--- src/rtl/action_pkg.sv ---
// Shared definitions for the action scheduler: default action width, FSM state
// encoding and a one-hot to index helper.
package action_pkg;

  localparam int ACTION_W_DEF = 64;

  localparam logic [2:0] ST_IDLE  = 3'd0;
  localparam logic [2:0] ST_GRANT = 3'd1;
  localparam logic [2:0] ST_PKT   = 3'd2;
  localparam logic [2:0] ST_ACT   = 3'd3;
  localparam logic [2:0] ST_WAIT  = 3'd4;
  localparam logic [2:0] ST_DONE  = 3'd5;

  function automatic logic [2:0] oh_to_idx(input logic [7:0] oh);
    logic [2:0] idx;
    idx = 3'd0;
    for (int i = 0; i < 8; i++) begin
      idx = idx | (oh[i] ? 3'(i) : 3'd0);
    end
    return idx;
  endfunction

endpackage

--- src/rtl/action_sched_if.sv ---
// Requester and drain-controller signal bundle of the action scheduler.
// The scheduler connects through the slave modport.
interface action_sched_if #(
  parameter int NUM_REQ  = 4,
  parameter int ACTION_W = 64
) ();
  logic [NUM_REQ-1:0]          req_valid;
  logic [NUM_REQ*ACTION_W-1:0] req_action;
  logic [NUM_REQ-1:0]          req_ready;
  logic [NUM_REQ-1:0]          req_done;
  logic                        pkt_start;
  logic                        action_valid;
  logic [ACTION_W-1:0]         action_out;
  logic                        allow_drain;
  logic                        busy;
  logic                        timeout;

  modport slave (
    input  req_valid, req_action, allow_drain,
    output req_ready, req_done, pkt_start, action_valid, action_out, busy, timeout
  );

  modport master (
    output req_valid, req_action, allow_drain,
    input  req_ready, req_done, pkt_start, action_valid, action_out, busy, timeout
  );
endinterface

--- src/rtl/rr_arbiter.sv ---
// Combinational round-robin winner search: the lowest set request strictly above
// the pointer wins, otherwise the lowest set request overall (wrap-around).
module rr_arbiter #(
  parameter int NUM_REQ = 4,
  parameter int IDX_W   = $clog2(NUM_REQ)
) (
  input  logic [NUM_REQ-1:0] req,
  input  logic [IDX_W-1:0]   ptr,
  output logic [NUM_REQ-1:0] grant
);
  logic [NUM_REQ-1:0] hi_mask_s;
  logic [NUM_REQ-1:0] masked_s;

  // Isolate the lowest set bit of the masked vector, falling back to the full vector
  always_comb begin
    hi_mask_s = ({NUM_REQ{1'b1}} << ptr) << 1;
    masked_s  = req & hi_mask_s;
    if (masked_s != '0) begin
      grant = masked_s & (~masked_s + {{(NUM_REQ-1){1'b0}}, 1'b1});
    end else begin
      grant = req & (~req + {{(NUM_REQ-1){1'b0}}, 1'b1});
    end
  end
endmodule

--- src/rtl/action_sched.sv ---
// Action scheduler: round-robin grant, latch action, handshake with drain controller.
// Optional drain-wait watchdog enabled by defining ACTION_SCHED_TIMEOUT_EN.
module action_sched
  import action_pkg::*;
#(
  parameter int ACTION_W    = ACTION_W_DEF,
  parameter int NUM_REQ     = 4,
  parameter int TIMEOUT_CYC = 1024
) (
  input logic           clk,
  input logic           resetn,
  action_sched_if.slave bus
);
  localparam int IDX_W = $clog2(NUM_REQ);

  if (NUM_REQ < 2 || NUM_REQ > 8 || TIMEOUT_CYC < 2) begin : g_param_chk
    $error("action_sched: parameter out of range");
  end

  logic [2:0]          state_r;
  logic [2:0]          state_nx_s;
  logic [IDX_W-1:0]    last_grant_r;
  logic [NUM_REQ-1:0]  arb_grant_s;
  logic [NUM_REQ-1:0]  grant_oh_r;
  logic [ACTION_W-1:0] sel_action_s;
  logic [ACTION_W-1:0] action_r;
  logic [NUM_REQ-1:0]  req_ready_r;
  logic [NUM_REQ-1:0]  req_done_r;
  logic                pkt_start_r;
  logic                action_valid_r;
  logic                busy_r;
  logic                timeout_r;
  logic                expire_s;

  rr_arbiter #(.NUM_REQ(NUM_REQ), .IDX_W(IDX_W)) u_arb (
    .req   (bus.req_valid),
    .ptr   (last_grant_r),
    .grant (arb_grant_s)
  );

`ifdef ACTION_SCHED_TIMEOUT_EN
  localparam int CNT_W = $clog2(TIMEOUT_CYC) + 1;
  logic [CNT_W-1:0] wd_cnt_r;

  // Watchdog counter: zero on WAIT entry, counts every WAIT cycle
  always_ff @(posedge clk or negedge resetn) begin
    if (!resetn) begin
      wd_cnt_r <= '0;
    end else if (state_r != ST_WAIT) begin
      wd_cnt_r <= '0;
    end else begin
      wd_cnt_r <= wd_cnt_r + CNT_W'(1);
    end
  end

  assign expire_s = (state_r == ST_WAIT) && !bus.allow_drain &&
                    (wd_cnt_r == CNT_W'(TIMEOUT_CYC - 1));
`else
  assign expire_s = 1'b0;
`endif

  // Next-state logic and action mux for the recorded winner
  always_comb begin
    state_nx_s   = state_r;
    sel_action_s = '0;
    for (int i = 0; i < NUM_REQ; i++) begin
      sel_action_s = sel_action_s |
                     ({ACTION_W{grant_oh_r[i]}} & bus.req_action[i*ACTION_W +: ACTION_W]);
    end
    case (state_r)
      ST_IDLE:  if (|bus.req_valid) state_nx_s = ST_GRANT; else state_nx_s = ST_IDLE;
      ST_GRANT: if (|(bus.req_valid & grant_oh_r)) state_nx_s = ST_PKT; else state_nx_s = ST_IDLE;
      ST_PKT:   state_nx_s = ST_ACT;
      ST_ACT:   state_nx_s = ST_WAIT;
      ST_WAIT: begin
        if (bus.allow_drain)   state_nx_s = ST_DONE;
        else if (expire_s)     state_nx_s = ST_IDLE;
        else                   state_nx_s = ST_WAIT;
      end
      ST_DONE:  state_nx_s = ST_IDLE;
      default:  state_nx_s = ST_IDLE;
    endcase
  end

  // State, grant bookkeeping and outputs registered from the next state
  always_ff @(posedge clk or negedge resetn) begin
    if (!resetn) begin
      state_r        <= ST_IDLE;
      last_grant_r   <= IDX_W'(NUM_REQ - 1);
      grant_oh_r     <= '0;
      action_r       <= '0;
      req_ready_r    <= '0;
      req_done_r     <= '0;
      pkt_start_r    <= 1'b0;
      action_valid_r <= 1'b0;
      busy_r         <= 1'b0;
      timeout_r      <= 1'b0;
    end else begin
      state_r <= state_nx_s;
      if (state_r == ST_IDLE && state_nx_s == ST_GRANT) begin
        grant_oh_r <= arb_grant_s;
      end
      if (state_r == ST_GRANT && state_nx_s == ST_PKT) begin
        action_r <= sel_action_s;
      end
      // A withdrawn request leaves the pointer alone; completion or expiry advances it
      if (state_r == ST_DONE || expire_s) begin
        last_grant_r <= IDX_W'(oh_to_idx(8'(grant_oh_r)));
      end
      req_ready_r    <= (state_nx_s == ST_GRANT) ? arb_grant_s : '0;
      req_done_r     <= (state_nx_s == ST_DONE) ? grant_oh_r : '0;
      pkt_start_r    <= (state_nx_s == ST_PKT);
      action_valid_r <= (state_nx_s == ST_ACT);
      busy_r         <= (state_nx_s != ST_IDLE);
      timeout_r      <= expire_s;
    end
  end

  assign bus.req_ready    = req_ready_r;
  assign bus.req_done     = req_done_r;
  assign bus.pkt_start    = pkt_start_r;
  assign bus.action_valid = action_valid_r;
  assign bus.action_out   = action_r;
  assign bus.busy         = busy_r;
  assign bus.timeout      = timeout_r;
endmodule
--- src/flat_wrapper.sv ---
// flat-port wrapper written by rule: the top's interface ports become plain ports
module action_sched_flat import action_pkg::*;
#(
  parameter int ACTION_W    = ACTION_W_DEF,
  parameter int NUM_REQ     = 4,
  parameter int TIMEOUT_CYC = 1024
)
  (clk, resetn, bus_req_valid, bus_req_action, bus_allow_drain, bus_req_ready, bus_req_done, bus_pkt_start, bus_action_valid, bus_action_out, bus_busy, bus_timeout);
  action_sched_if #(.NUM_REQ(NUM_REQ), .ACTION_W(ACTION_W)) bus_i ();
  input logic clk;
  input logic resetn;
  input wire logic [$bits(bus_i.req_valid)-1:0] bus_req_valid;
  input wire logic [$bits(bus_i.req_action)-1:0] bus_req_action;
  input wire logic [$bits(bus_i.allow_drain)-1:0] bus_allow_drain;
  output wire logic [$bits(bus_i.req_ready)-1:0] bus_req_ready;
  output wire logic [$bits(bus_i.req_done)-1:0] bus_req_done;
  output wire logic [$bits(bus_i.pkt_start)-1:0] bus_pkt_start;
  output wire logic [$bits(bus_i.action_valid)-1:0] bus_action_valid;
  output wire logic [$bits(bus_i.action_out)-1:0] bus_action_out;
  output wire logic [$bits(bus_i.busy)-1:0] bus_busy;
  output wire logic [$bits(bus_i.timeout)-1:0] bus_timeout;
  assign bus_i.req_valid = bus_req_valid;
  assign bus_i.req_action = bus_req_action;
  assign bus_i.allow_drain = bus_allow_drain;
  assign bus_req_ready = bus_i.req_ready;
  assign bus_req_done = bus_i.req_done;
  assign bus_pkt_start = bus_i.pkt_start;
  assign bus_action_valid = bus_i.action_valid;
  assign bus_action_out = bus_i.action_out;
  assign bus_busy = bus_i.busy;
  assign bus_timeout = bus_i.timeout;
  action_sched #(.ACTION_W(ACTION_W), .NUM_REQ(NUM_REQ), .TIMEOUT_CYC(TIMEOUT_CYC)) u_core (.clk(clk), .resetn(resetn), .bus(bus_i));
endmodule
--- config.mk ---
export PLATFORM = sky130hd
export DESIGN_NAME = action_sched_flat
export DESIGN_NICKNAME = d
export VERILOG_FILES = /design/src/rtl/action_pkg.sv /design/src/rtl/action_sched_if.sv /design/src/rtl/rr_arbiter.sv /design/src/rtl/action_sched.sv /design/src/flat_wrapper.sv
export SDC_FILE = /design/constraint.sdc
export NUM_CORES = 1
export LEC_CHECK = 0
export CAP_MARGIN = 20
export CORE_AREA = 5 5 128 130
export CTS_BUF_LIST = sky130_fd_sc_hd__clkbuf_2 sky130_fd_sc_hd__clkbuf_4 sky130_fd_sc_hd__clkbuf_8
export DETAILED_ROUTE_END_ITERATION = 12
export DIE_AREA = 0 0 133 135
export GPL_ROUTABILITY_DRIVEN = 0
export HOLD_SLACK_MARGIN = 0.06
export PLACE_DENSITY = 0.74
export SLEW_MARGIN = 10
export SYNTH_ARGS = -nofsm -noshare
export SYNTH_HDL_FRONTEND = slang
export SYNTH_HIERARCHICAL = 1
export SYNTH_SLANG_ARGS = --single-unit
--- constraint.sdc ---
create_clock -name clk -period 3.6 [get_ports clk]
set_input_delay 0.72 -clock clk [delete_from_list [all_inputs] [get_ports clk]]
set_output_delay 0.72 -clock clk [all_outputs]
set_load 0.05 [all_outputs]
==> flow_metrics.env, run 1 <==
export IMPL_drv_slew=0
export IMPL_critical_path_class="primary input to register"
export IMPL_hold_viol=0
export IMPL_power_density_mw_per_mm2=842
export IMPL_rows=45
export IMPL_critPathLaunchType="primary input"
export IMPL_insertion_delay_ns=0.36
export IMPL_setup_violations=0
export IMPL_crit_chain="clkdlybuf4s50_1 > a22o_2 > o211a_4 > buf_4 > mux2_2"
export IMPL_dieWidth_um=133
export IMPL_drt_iter0_markers=265
export IMPL_ys_types=35
export IMPL_fin_crit_ns=2.52
export IMPL_vias=4882
export IMPL_grt_max_degree=85
export IMPL_p_seq_share_pct=25.9
export IMPL_via_per_inst=5.17
export IMPL_r2r_slack_ns=1.19
export IMPL_tns_ns=0
export IMPL_post_cts_setup_buffers=0
export IMPL_intPower_uw=3780
export IMPL_core_area_mm2=0.0150
export IMPL_leakagePower_uw=0.00354
export IMPL_synth_most_common_cell="a22oi_1"
export IMPL_cts_tree="yes"
export IMPL_rsz0062_at_grt="no"
export IMPL_syn_instance_count=437
export IMPL_combinationalPowerShare_pct=63.5
export IMPL_dieHeight_um=135
export IMPL_cts_root_buffer="clkbuf_8"
export IMPL_cp_slowest_stage_delay_ns=0.61
export IMPL_yosys_warnings=6
export IMPL_h_tree_depth=3
export IMPL_yosys_register_bits=84
export IMPL_fin_nets=1015
export IMPL_yosysSeqAreaShare_pct=44.4
export IMPL_critPathLaunch="bus_req_valid[0]"
export IMPL_first_global_vias=5311
export IMPL_numCtsBuffers=9
export IMPL_crit_fanout=20
export IMPL_hold_buffers=0
export IMPL_synth_main_ff_cell="dfrtp_1"
export IMPL_drive_above_1_share_pct=14.2
export IMPL_synth_edf_count=0
export IMPL_dp_worst_setup_slack_ns=0.701
export IMPL_dr_pass1_iters=4
export IMPL_status="complete, no violations"
export IMPL_cts_resized=0
export IMPL_relSlewSlack_pct=54.0
export IMPL_syn_nets=700
export IMPL_syn_cell_area_mm2=0.00474
export IMPL_fin_crit_sh_pct=70.0
export IMPL_cap_violations=0
export IMPL_cp_end_kind="register"
export IMPL_syn_to_final_growth_pct=78.4
export IMPL_ios=339
export IMPL_yosys_top_cells_count="128 x a22oi_1, 82 x dfrtp_1, 69 x nand2_1"
export IMPL_fmax_ghz=0.397
export IMPL_wirelength_mm=19.1
export IMPL_finClkSkew_ns=0.0103
export IMPL_fin_ws_ns=1.08
export IMPL_switching_share_pct=46.8
export IMPL_p_sw_uw=3330
export IMPL_grt_pass1_wl_mm=29.1
export IMPL_final_cells=944
export IMPL_worstMarginPinSlew_ns=0.690
export IMPL_diodes=0
export IMPL_cts_buffer_depth=2
export IMPL_ant_nets=0
export IMPL_hold_class="primary input to async pin"
export IMPL_async_flop_share_pct=100
export IMPL_ir_drop_mv=0.499
export IMPL_worst_r2r_path_depth=4
export IMPL_cp_slowest_cell="clkdlybuf4s50_1"
export IMPL_drc=0
export IMPL_gr_total_overflow=0
export IMPL_synth_area_leader_cell="dfrtp_1"
export IMPL_r2r_end="u_core/bus.action_out[50]$_DFFE_PN0P_"
export IMPL_path_clk_slew_ns=0.08
export IMPL_dp_cells=928
export IMPL_grt_use_total_pct=20.5
export IMPL_post_drt_wl_per_cell_um=20.3
export IMPL_antenna_found_initial=1
export IMPL_dp_final_hpwl_mm=14.8
export IMPL_p_clk_share_pct=10.6
export IMPL_crit_arrival_ns=2.76
export IMPL_die_area_mm2=0.0180
export IMPL_r2r_start="u_core/grant_oh_r[3]$_DFFE_PN0P_"
export IMPL_avgSynthCellArea_um2=10.8
export IMPL_place_port_buffers=337
export IMPL_initial_utilization_pct=31.5
export IMPL_synthTopCellsByArea="dfrtp_1 43%, a22oi_1 20%, mux2_4 12%, mux2_2 7.1%, nand2_1 5.5%"
export IMPL_worstPathRequired_ns=3.84
export IMPL_cts_sinks=84
export IMPL_synth_top_area_share_pct=43.3
==> metrics by stage <==
step / hold slack [ns] / util [%] / power, uW / cell area, um^2
6_report: 0.338 / 56.2 / 7120 / 8450
5_1_grt: 0.359 / 56.2 / 7510 / 8450
4_1_cts: 0.516 / 56.1 / 7200 / 8430
3_5_place_dp: 0.492 / 54.6 / 6410 / 8210
3_3_place_gp: 0.490 / 54.6 / 6300 / 8210
2_1_floorplan: 0.424 / - / 4830 / 4740
==> cells by family (layout without fill, tap and decap cells) <==
logic type,Yosys count,count (layout),synth area share (%)
AO/OA/AOI/OAI,142,142,22.4
buffers and inverters,41,360,4.38
flip-flops,84,84,44.4
multiplexers,69,69,19.4
other,1,1,0.0791
AND/OR/NAND/NOR,100,100,9.32
==> routing by layer <==
| layer | track usage (%) | up-vias | routed length (um) |
|---|---|---|---|
| li1 | - | 2266 | - |
| met1 | 22.3 | 2316 | 6880 |
| met2 | 36.0 | 261 | 9710 |
| met3 | 8.87 | 37 | 2090 |
| met4 | 6.81 | 2 | 453 |
| met5 | 0 | - | 7 |
==> cell type report <==
type | count | area (um^2)
clock buffers | 11 | 151
clock inverters | 4 | 72.6
fillers | 1287 | 6580
inverters | 1 | 3.75
multi-input cells | 312 | 2430
flip-flops and latches | 84 | 2110
well taps | 188 | 235
repair buffers | 344 | 3450
==> state kept, by name, indices dropped and copies added, names as in the netlist <==
| name | flops |
|---|---|
| u_core/last_grant_r | 2 |
| u_core/bus.pkt_start | 1 |
| u_core/bus.busy | 1 |
| u_core/state_r | 3 |
| u_core/bus.req_ready | 4 |
| u_core/bus.req_done | 4 |
| u_core/bus.action_out | 64 |
| u_core/grant_oh_r | 4 |
| u_core/bus.action_valid | 1 |
==> worst max-delay path, delay by kind of cell <==
family | cells | cell delay, ns
buffers and inverters | 2 | 1.02
AO/OA/AOI/OAI | 2 | 0.63
multiplexers | 1 | 0.38
==> power groups by stage <==
stage / combinational, uW / clock [uW] / sequential [uW]
6_report: 4520 / 754 / 1840
5_1_grt: 4780 / 826 / 1910
4_1_cts: 4560 / 785 / 1860
3_5_place_dp: 4550 / 0 / 1860
3_3_place_gp: 4470 / 0 / 1840
2_1_floorplan: 1890 / 0 / 2940
==> layout by cell type, fill, tap and decap left out, types with 2 or more instances in the layout <==
cell type / instances
clkdlybuf4s50_1: 336
a22oi_1: 128
dfrtp_1: 78
nand2_1: 69
mux2_4: 38
mux2_2: 30
clkbuf_8: 11
nor2_1: 8
buf_4: 6
o21ai_0: 6
and2_1: 4
and2_2: 4
dfrtp_2: 4
nand2b_1: 3
and3_1: 3
nor2b_1: 3
bufinv_16: 2
dfstp_2: 2
buf_12: 2
==> worst max path at each step <==
stage                     slack [ns]                                    end
final                           1.08  u_core/bus.action_out[50]$_DFFE_PN0P_
after global routing            1.03  u_core/bus.action_out[50]$_DFFE_PN0P_
after CTS                       1.10  u_core/bus.action_out[50]$_DFFE_PN0P_
after detailed placement        0.70  u_core/bus.action_out[50]$_DFFE_PN0P_
after global placement          0.80  u_core/bus.action_out[48]$_DFFE_PN0P_
after floorplan                 1.58            u_core/state_r[0]$_DFF_PN0_
No activity file was read; power rests on OpenSTA's default activity.
==> inputs of run 2 (changes only) <==
==> constraint.sdc (replaced) <==
create_clock -name clk -period 2.5 [get_ports clk]
set_input_delay 0.5 -clock clk [delete_from_list [all_inputs] [get_ports clk]]
set_output_delay 0.5 -clock clk [all_outputs]
set_load 0.05 [all_outputs]
==> run 2 against run 1 <==
Against the previous run:
- register-to-register slack got worse by 0.49 ns
- die area unchanged
- combinational power up 52%
- wire length rose by 1.5%
- clock skew down 0.0016 ns
- total power grew 46%
- sequential cell count did not move
- clock-buffer cell count increased by 1
- setup slack got worse by 0.66 ns
==> flow_metrics.env, run 2 (same netlist as run 1, synthesis figures left out) <==
export IMPL_status="complete, no violations"
export IMPL_cp_slowest_cell="clkdlybuf4s50_1"
export IMPL_antenna_found_initial=1
export IMPL_worst_r2r_path_depth=4
export IMPL_initial_utilization_pct=31.5
export IMPL_ir_drop_mv=0.688
export IMPL_dieHeight_um=135
export IMPL_worstPathRequired_ns=2.00
export IMPL_fillers=1275
export IMPL_cts_tree="yes"
export IMPL_hold_viol=0
export IMPL_cts_sinks=84
export IMPL_fmax_ghz=0.480
export IMPL_cap_violations=0
export IMPL_critical_path_class="register to output pin"
export IMPL_ios=339
export IMPL_cts_resized=0
export IMPL_finClkSkew_ns=0.00872
export IMPL_fin_crit_ns=2.08
export IMPL_insertion_delay_ns=0.36
export IMPL_diodes=0
export IMPL_final_common_cell="clkdlybuf4s50_1"
export IMPL_cp_end_kind="output pin"
export IMPL_crit_fanout=2
export IMPL_grt_pass1_wl_mm=29.4
export IMPL_critPathLaunchType="register"
export IMPL_numCtsBuffers=9
export IMPL_rows=45
export IMPL_multi_input_area_mm2=0.00243
export IMPL_via_per_inst=5.18
export IMPL_fin_crit_sh_pct=83.3
export IMPL_dr_pass1_iters=5
export IMPL_first_global_vias=5385
export IMPL_cts_root_buffer="clkbuf_8"
export IMPL_drive_above_1_share_pct=14.9
export IMPL_power_density_mw_per_mm2=1220
export IMPL_rsz0062_at_grt="no"
export IMPL_gr_total_overflow=0
export IMPL_hold_buffers=0
export IMPL_ant_nets=0
export IMPL_drc=0
export IMPL_grt_max_degree=52
export IMPL_fin_nets=1021
export IMPL_crit_family="buffers and inverters"
export IMPL_cp_slowest_stage_delay_ns=0.83
export IMPL_critPathLaunch="u_core/bus.action_out[25]$_DFFE_PN0P_"
export IMPL_h_tree_depth=3
export IMPL_dieWidth_um=133
export IMPL_tns_ns=0
export IMPL_r2r_end="u_core/bus.action_out[51]$_DFFE_PN0P_"
export IMPL_largest_reg_flops=64
export IMPL_wirelength_mm=19.4
export IMPL_post_cts_setup_buffers=0
export IMPL_leakagePower_uw=0.00358
export IMPL_drv_slew=0
export IMPL_r2r_start="u_core/grant_oh_r[2]$_DFFE_PN0P_"
export IMPL_cts_buffer_depth=2
export IMPL_post_drt_wl_per_cell_um=20.4
export IMPL_setup_violations=0
export IMPL_crit_chain="clkdlybuf4s50_1"
export IMPL_syn_to_final_growth_pct=79.7
export IMPL_seqCellArea_mm2=0.00211
export IMPL_relSlewSlack_pct=60.6
export IMPL_crit_arrival_ns=1.58
export IMPL_hold_class="primary input to async pin"
export IMPL_critPathBufInv=1
export IMPL_mostFrequentLayoutCells="336 x clkdlybuf4s50_1, 128 x a22oi_1, 78 x dfrtp_1"
export IMPL_drt_iter0_markers=208
export IMPL_path_clk_slew_ns=0.08
export IMPL_worstMarginPinSlew_ns=0.588
export IMPL_core_area_mm2=0.0150
export IMPL_grt_use_total_pct=20.9
export IMPL_dp_final_hpwl_mm=15.3
export IMPL_place_port_buffers=337
export IMPL_vias=4923
export IMPL_fin_total_pwr_uw=10400
export IMPL_die_area_mm2=0.0180
export IMPL_r2r_slack_ns=0.70
## run 2: metal layers
metal | global-route usage (%) | up-vias | routed length (um)
met5 | 0 | - | 0
met4 | 7.74 | 0 | 512
met3 | 8.08 | 41 | 1920
li1 | - | 2277 | -
met2 | 36.7 | 276 | 9940
met1 | 23.1 | 2329 | 7060
## run 2: final cells by class
class | count | share of cell area [%]
Timing Repair Buffer | 350 | 41.2
Inverter | 1 | 0.0441
Tap cell | 188 | 2.76
Sequential cell | 84 | 24.8
Clock buffer | 12 | 1.79
Clock inverter | 4 | 0.852
Multi-Input combinational cell | 312 | 28.6
## run 2: how the worst max path moves through the flow
stage	endpoint	slack (ns)	cells past startpoint
finish	bus_action_out[25]	0.42	1
global route	bus_action_out[9]	0.34	1
CTS	bus_action_out[40]	0.38	1
detailed placement	u_core/state_r[0]$_DFF_PN0_	0.14	4
global placement	u_core/state_r[0]$_DFF_PN0_	0.17	4
floorplan	u_core/state_r[0]$_DFF_PN0_	0.70	4
## run 2: through the flow
step | setup slack, ns | std cells | utilization, % | area, um^2 | hold WS (ns)
after global routing | 0.336 | 951 | 56.6 | 8510 | 0.0855
after detailed placement | 0.136 | 935 | 55.1 | 8290 | 0.485
after CTS | 0.384 | 951 | 56.6 | 8510 | 0.0691
after global placement | 0.174 | 935 | 55.1 | 8290 | 0.472
final | 0.418 | 951 | 56.6 | 8510 | 0.0692
after floorplan | 0.700 | 437 | - | 4740 | 0.204
## run 2: power breakdown
group          internal (uW)  switching (uW)
Combinational           2910            3940
Clock                    611             487
Sequential              2000             419
==> inputs of run 3 (changes only) <==
==> constraint.sdc (replaced) <==
create_clock -name clk -period 2 [get_ports clk]
set_input_delay 0.4 -clock clk [delete_from_list [all_inputs] [get_ports clk]]
set_output_delay 0.4 -clock clk [all_outputs]
set_load 0.05 [all_outputs]
==> run 3 against run 2 <==
Against the previous run:
- utilization grew 0.29 points
- via count shrank 0.39%
- critical path depth is the same
- global-route usage shrank 0.79 points
- critical endpoint is now bus_action_out[29]
- highest routed layer unchanged
==> flow_metrics.env, run 3 (same netlist as run 1, synthesis figures left out) <==
export IMPL_multi_input_area_mm2=0.00243
export IMPL_tns_ns=0
export IMPL_hold_class="primary input to async pin"
export IMPL_ios=339
export IMPL_worstMarginPinSlew_ns=0.772
export IMPL_drt_iter0_markers=150
export IMPL_p_seq_share_pct=23.5
export IMPL_p_clk_share_pct=9.7
export IMPL_crit_chain="clkdlybuf4s50_1"
export IMPL_rows=45
export IMPL_vias=4904
export IMPL_grt_use_total_pct=20.2
export IMPL_dieWidth_um=133
export IMPL_rsz0062_at_grt="no"
export IMPL_r2r_slack_ns=0.36
export IMPL_leakagePower_uw=0.00378
export IMPL_combinationalPowerShare_pct=66.8
export IMPL_crit_family="buffers and inverters"
export IMPL_wirelength_mm=19.0
export IMPL_post_route_util_pct=56.9
export IMPL_power_density_mw_per_mm2=1490
export IMPL_dr_pass1_iters=4
export IMPL_drv_slew=0
export IMPL_final_common_cell="clkdlybuf4s50_1"
export IMPL_largest_reg_flops=64
export IMPL_fin_total_pwr_uw=12800
export IMPL_dp_final_hpwl_mm=14.8
export IMPL_cp_slowest_stage_delay_ns=0.84
export IMPL_switching_share_pct=47.1
export IMPL_first_global_vias=5420
export IMPL_via_per_inst=5.13
export IMPL_grt_pass1_wl_mm=28.6
export IMPL_cts_buffer_depth=2
export IMPL_drc=0
export IMPL_cp_end_kind="output pin"
export IMPL_die_area_mm2=0.0180
export IMPL_status="complete, no violations"
export IMPL_setup_violations=0
export IMPL_intPower_uw=6760
export IMPL_relSlewSlack_pct=48.5
export IMPL_seqCellArea_mm2=0.00211
export IMPL_fillers=1275
export IMPL_fin_hold_ws_ns=0.372
export IMPL_cp_slowest_cell="clkdlybuf4s50_1"
export IMPL_crit_fanout=2
export IMPL_core_area_mm2=0.0150
export IMPL_insertion_delay_ns=0.36
export IMPL_crit_arrival_ns=1.55
export IMPL_fmax_ghz=0.512
export IMPL_cts_tree="yes"
export IMPL_finClkSkew_ns=0.0113
export IMPL_numCtsBuffers=9
export IMPL_drive_above_1_share_pct=16.9
export IMPL_diodes=0
export IMPL_fin_nets=1026
export IMPL_antenna_found_initial=0
export IMPL_ant_nets=0
export IMPL_worstPathRequired_ns=1.60
export IMPL_dp_worst_setup_slack_ns=-0.166
export IMPL_dieHeight_um=135
export IMPL_post_drt_wl_per_cell_um=19.8
export IMPL_mostFrequentLayoutCells="307 x clkdlybuf4s50_1, 128 x a22oi_1, 78 x dfrtp_1"
export IMPL_place_port_buffers=337
export IMPL_syn_to_final_growth_pct=80.6
export IMPL_fin_ws_ns=0.0469
export IMPL_fin_crit_ns=1.95
export IMPL_ir_drop_mv=0.841
export IMPL_cts_root_buffer="clkbuf_8"
export IMPL_gr_total_overflow=0
export IMPL_fin_crit_sh_pct=97.7
export IMPL_path_clk_slew_ns=0.08
export IMPL_initial_utilization_pct=31.5
export IMPL_h_tree_depth=3
export IMPL_cts_sinks=84
export IMPL_cap_violations=0
export IMPL_grt_max_degree=83
export IMPL_hold_viol=0
export IMPL_critical_path_class="register to output pin"
export IMPL_p_sw_uw=6020
export IMPL_post_cts_setup_buffers=0
export IMPL_critPathBufInv=1
export IMPL_critPathLaunchType="register"
[run 3: layout make-up]
| cell class | count | share of cell area [%] |
|---|---|---|
| multi-input combinational | 312 | 28.4 |
| clock buffer | 12 | 1.78 |
| tap | 188 | 2.75 |
| timing repair buffer | 355 | 41.7 |
| sequential | 84 | 24.7 |
| inverter | 1 | 0.0439 |
| clock inverter | 4 | 0.585 |
[run 3: repair_timing]
item                                    in CTS  in global routing
cloned                                       0                  0
hold buffers                                 1                  0
gates resized for setup                      3                 14
endpoints found under the setup margin       3                 14
endpoints found under the hold margin        2                  0
pin swaps                                    0                  0
[run 3: worst reg2reg max path, stage by stage (launching register included)]
cell and delay (ns):
dfrtp_2 0.41, buf_4 0.36, a22oi_1 0.42, nand2_1 0.08, mux2_2 0.26
[run 3: stage by stage]
stage                     cells  instance area [um^2]
final                       956                  8560
after global routing        956                  8560
after CTS                   956                  8520
after detailed placement    939                  8310
after global placement      939                  8310
after floorplan             437                  4740
[run 3: worst paths after layout]
kind	depth (start not counted)	end	start
worst max register to register	4	u_core/bus.action_out[48]$_DFFE_PN0P_	u_core/grant_oh_r[0]$_DFFE_PN0P_
worst max-delay path	1	bus_action_out[29]	u_core/bus.action_out[29]$_DFFE_PN0P_
max in group asynchronous	3	u_core/bus.action_out[9]$_DFFE_PN0P_	resetn
worst min-delay path	2	u_core/bus.action_out[43]$_DFFE_PN0P_	resetn
worst min register to register	1	u_core/bus.action_out[7]$_DFFE_PN0P_	u_core/bus.action_out[7]$_DFFE_PN0P_
min in group clk	1	u_core/bus.action_out[7]$_DFFE_PN0P_	u_core/bus.action_out[7]$_DFFE_PN0P_
[run 3: routing by layer]
layer | vias up | global-route usage (%) | routed length [um]
met5 | - | 0 | 0
met4 | 0 | 8.83 | 584
met3 | 40 | 7.49 | 1740
met2 | 249 | 35.2 | 9590
met1 | 2325 | 21.9 | 7040
li1 | 2290 | - | -
[run 3: power by group through the flow]
| stage | logic [uW] | registers [uW] | clock network [uW] |
|---|---|---|---|
| finish | 8540 | 3000 | 1240 |
| detailed placement | 8640 | 3030 | 0 |
| floorplan | 3400 | 5300 | 0 |
| global placement | 8450 | 3030 | 0 |
| global route | 9020 | 3100 | 1340 |
| CTS | 8640 | 3020 | 1290 |
